==> src/rtl/modulator.sv <==
// Splits each captured N_SYM*SYM_W message into N_SYM symbols on a valid/ready stream.
// Symbol 0 is the low slice; a new message may be captured on the final transfer.
module modulator #(
  parameter int unsigned SYM_W = 2,
  parameter int unsigned N_SYM = 4,
  localparam int unsigned MSG_W = N_SYM * SYM_W,
  localparam int unsigned IDX_W = (N_SYM > 1) ? $clog2(N_SYM) : 1
) (
  input  logic             clk,
  input  logic             rst,
  input  logic             en,
  input  logic             req,
  input  logic [MSG_W-1:0] data_in,
  output logic             ack,
  output logic             sym_valid,
  input  logic             sym_ready,
  output logic [SYM_W-1:0] sym_out,
  output logic [IDX_W-1:0] sym_idx,
  output logic             sym_last,
  output logic             busy
);

  typedef enum logic [0:0] {StIdle, StSend} state_e;

  localparam logic [IDX_W-1:0] LastIdx = IDX_W'(N_SYM - 1);

  state_e           state_q, state_d;
  logic [MSG_W-1:0] shift_q, shift_d;
  logic [IDX_W-1:0] idx_q, idx_d;
  logic             ack_q;
  logic             capture;
  logic             xfer;
  logic             at_last;

  assign xfer    = (state_q == StSend) && sym_ready;
  assign at_last = (idx_q == LastIdx);

  always_comb begin
    state_d = state_q;
    shift_d = shift_q;
    idx_d   = idx_q;
    capture = 1'b0;
    case (state_q)
      StIdle: begin
        if (req && en) begin
          capture = 1'b1;
          shift_d = data_in;
          idx_d   = '0;
          state_d = StSend;
        end
      end
      StSend: begin
        if (xfer) begin
          if (!at_last) begin
            shift_d = shift_q >> SYM_W;
            idx_d   = idx_q + IDX_W'(1);
          end else if (req && en) begin
            // Back-to-back capture on the final transfer keeps the stream gap-free.
            capture = 1'b1;
            shift_d = data_in;
            idx_d   = '0;
          end else begin
            shift_d = '0;
            idx_d   = '0;
            state_d = StIdle;
          end
        end
      end
      default: state_d = StIdle;
    endcase
  end

  always_ff @(posedge clk or posedge rst) begin
    if (rst) begin
      state_q <= StIdle;
      shift_q <= '0;
      idx_q   <= '0;
      ack_q   <= 1'b0;
    end else begin
      state_q <= state_d;
      shift_q <= shift_d;
      idx_q   <= idx_d;
      ack_q   <= capture;
    end
  end

  assign ack       = ack_q;
  assign sym_valid = (state_q == StSend);
  assign busy      = sym_valid;
  assign sym_out   = sym_valid ? shift_q[SYM_W-1:0] : '0;
  assign sym_idx   = idx_q;
  assign sym_last  = sym_valid && at_last;

endmodule

==> config.mk <==
export PLATFORM = sky130hd
export DESIGN_NAME = modulator
export DESIGN_NICKNAME = d
export VERILOG_FILES = /design/src/rtl/modulator.sv
export SDC_FILE = /design/constraint.sdc
export NUM_CORES = 1
export LEC_CHECK = 0
export CORE_MARGIN = 10
export CORE_UTILIZATION = 40
export DETAILED_ROUTE_END_ITERATION = 10
export HOLD_SLACK_MARGIN = 0.1
export PLACE_DENSITY = 0.83
export SYNTH_ARGS = -nofsm -noshare
export SYNTH_HDL_FRONTEND = slang
export SYNTH_SLANG_ARGS = --single-unit
==> constraint.sdc <==
create_clock -name clk -period 1.2 [get_ports clk]
set_input_delay 0.12 -clock clk [delete_from_list [all_inputs] [get_ports clk]]
set_output_delay 0.12 -clock clk [all_outputs]
set_load 0.02 [all_outputs]
==> metrics.md <==
| Metric | Value |
|---|---|
| Crit end category | `flop` |
| Die Span Y | `approximately 62 um` |
| Netlist cell types | `24` |
| WP data required | `roughly 1.4 ns` |
| Post-DP HPWL | `between 1 and 1.5 mm` |
| Core ar. | `0.00169 mm^2` |
| Worst EP arrival | `approximately 1.5 ns` |
| Power density of the placed cells | `~2400 mW/mm^2` |
| Reg-to-Reg Start | `sym_idx[0]$_DFFE_PP0P_` |
| Largest net degree at the start of global routing | `13` |
| Post-route setup slack | `-0.0791 ns` |
| Most area-hungry cell type in the Yosys netlist | `dfrtp_1` |
| Mapped Cells | `72` |
| Peak VDD IR | `0.978 mV` |
| Status | `finished, violations left` |
| Sequential cell area | `303 um^2` |
| Diode count | `0` |
| Skew final | `approximately 0.00097 ns` |
| Final core occ | `67.3%` |
| # IOs | `21` |
| Drt drc | `0` |
| Seq/Total Area, Yosys | `a little over two fifths` |
| Worst Tran Pin Value | `~0.46 ns` |
| Power, Total | `2.77 mW` |
| Initial Util | `41.6%` |
| H-tree levels | `1` |
| Clk root buf | `clkbuf_4` |
| Number of global-route vias before repair | `686` |
| Syn nets | `87` |
| First-pass GRT wire length | `3.18 mm` |
| Syn Std Cell Area | `703 um^2` |
| Multi-input combinational cell area | `462 um^2` |
| Kind of critical path | `reg -> reg` |
| Inserted Clock Buffers | `3` |
| Gpl congestion | `0.768` |
| Synth top area share | `a little over two fifths` |
| Max Slew Vio Count | `0` |
| Crit path launch type | `flop` |
| Fin crit period | `about 1.3 ns` |
| Max cap viols | `0` |
| Final #Nets | `120` |
| First-pass DRT Iterations | `4` |
| Syn Area/Cell | `9.77 um^2` |
| Grt total ovfl | `0` |
| Initial drt markers | `19` |
| Clock Pin Slew Worst Setup and Hold Paths | `0.08 ns` |
| Initial antenna violation count | `0` |
| Vias | `659` |
| Vias per inst | `between 5 and 6` |
| Final Setup Violations | `9` |
| R2R Path End | `shift_q[5]$_DFFE_PP0P_` |
| Die W | `61.9 um` |
| Final worst path period share | `107%` |
| Rows | `15` |
| CTS tree | `yes` |
| CP max stage delay | `0.43 ns` |
| Highest-count cells in the layout ignoring fill and taps | `clkdlybuf4s50_1, nand2_1, dfrtp_1` |
| Post-DRT Antenna Nets | `0` |
| Worst setup startpoint | `sym_idx[0]$_DFFE_PP0P_` |
| R2R Setup Slk | `-0.08 ns` |
| CTS Hold Buffers Added | `0` |
| Clock Sinks | `12` |
| CP max FO | `6` |
| Area Growth Syn to Fin | `61.6%` |
| Clock latency on the worst-skew pair | `0.26 ns` |
| Final hold vios | `0` |
| WL final | `roughly 2 mm` |
| Slew HR | `~70%` |
| Fillcell total | `between 100 and 150` |
| Fin Setup TNS | `-0.484 ns` |
| RSZ-0062 raised after global routing | `true` |
| Synth Warn # | `0` |
| Gr usage total | `11.1%` |
| Crit path cell chain | `ha_4, buf_6, nor2b_4, nand2_1, a31oi_2` |
| Worst min path class | `in -> async` |
| Number of port buffers | `20` |
| Slowest stage cell, crit path | `dfrtp_2` |
| Max Clock Freq | `~780 MHz` |
| Longest Clk Path Bufs | `2` |
| Pleak | `0.476 nW` |
| DIE AREA | `about 0.0038 mm^2` |
| Routed len/inst | `roughly 16 um` |
| Synth top area cells | `dfrtp_1, a31oi_2, nand2_1, o21ai_0, buf_6` |
| R2R depth | `5` |
| Flops & latches, synth | `12` |
| Commonest non-fill, non-tap cell in the layout | `clkdlybuf4s50_1` |
| Violated checks | `setup timing` |
| Layout cell share with drive strength beyond 1 | `53.8%` |
worst max-delay path: cells and delay by family, from the launching register on:
family,cells,cell delay [ns]
DFF,1,0.43
and+or+nand+nor,2,0.32
AOI/OAI and AO/OA,1,0.18
adders and majority gates,1,0.16
buffers and inverters,1,0.11
how the worst max path moves through the flow:
stage	to	slack [ns]	cells after the start
global route	shift_q[5]$_DFFE_PP0P_	-0.18	5
CTS	sym_last	-0.08	3
global placement	shift_q[2]$_DFFE_PP0P_	-0.22	4
finish	shift_q[5]$_DFFE_PP0P_	-0.08	5
detailed placement	shift_q[4]$_DFFE_PP0P_	-0.26	4
floorplan	shift_q[1]$_DFFE_PP0P_	-0.11	5
synthesized netlist by cell type, drive strengths merged:
library cell,number
nand4,1
nor2b,1
or2,1
buf,4
a31oi,6
nor2,1
xor2,1
ha,2
mux2i,1
and3,1
dfrtp,12
a21oi,1
a22o,1
clkbuf,1
nand2,15
a32o,1
and2,5
inv,2
o221ai,1
o21ai,7
and3b,1
nor3,6
sequential cells by signal, summed over array words and instances, names as in the netlist:
name / cells
sym_idx: 2
busy: 1
shift_q: 8
ack: 1
cell type report:
cell class              count  share of cell area (%)
clock buffers               4                    2.31
repair buffers             33                    27.5
flip-flops and latches     12                    26.7
multi-input cells          53                    40.6
well taps                  17                    1.87
inverters                   2                   0.991
metal layers:
metal  GRT usage (%)  part of all wire (%)  vias to the layer above  wire, um
met5               0                     0                        -         0
met3            2.64                   5.4                        2       107
met2            20.5                    51                       21      1010
met4            4.78                   1.4                        0        27
li1                -                     -                      317         -
met1            11.6                    42                      319       842
cells by family (layout without fill, tap and decap cells):
logic type,count (synthesis),after routing,synth area share [%]
compound gates,17,17,21.5
xor+xnor,1,1,1.25
fa+ha+maj,2,2,3.56
buf+inv,7,39,7.47
flops,12,12,42.7
mux,1,1,1.42
simple gates,32,32,22.1
where the power goes:
part | internal [mW] | leakage, nW | switching [mW]
clock | 0.128 | 0.0150 | 0.130
sequential | 0.586 | 0.143 | 0.169
combinational | 0.911 | 0.318 | 0.844
through the flow:
step / area (um^2) / setup slack [ns] / hold slack (ns) / cells
floorplan: 714 / -0.113 / -0.0154 / 72
global placement: 973 / -0.223 / 0.457 / 115
detailed placement: 973 / -0.263 / 0.465 / 115
CTS: 1070 / -0.0809 / 0.175 / 121
global route: 1140 / -0.177 / 0.204 / 121
finish: 1140 / -0.0791 / 0.159 / 121
what timing repair did:
item,4_1_cts,5_1_grt
cloned,0,0
resized for setup,45,21
setup endpoints to repair,15,13
setup buffers,2,0
endpoints found under the hold margin,0,0
pin swaps,6,3
Power figures use the tool's default switching activity.
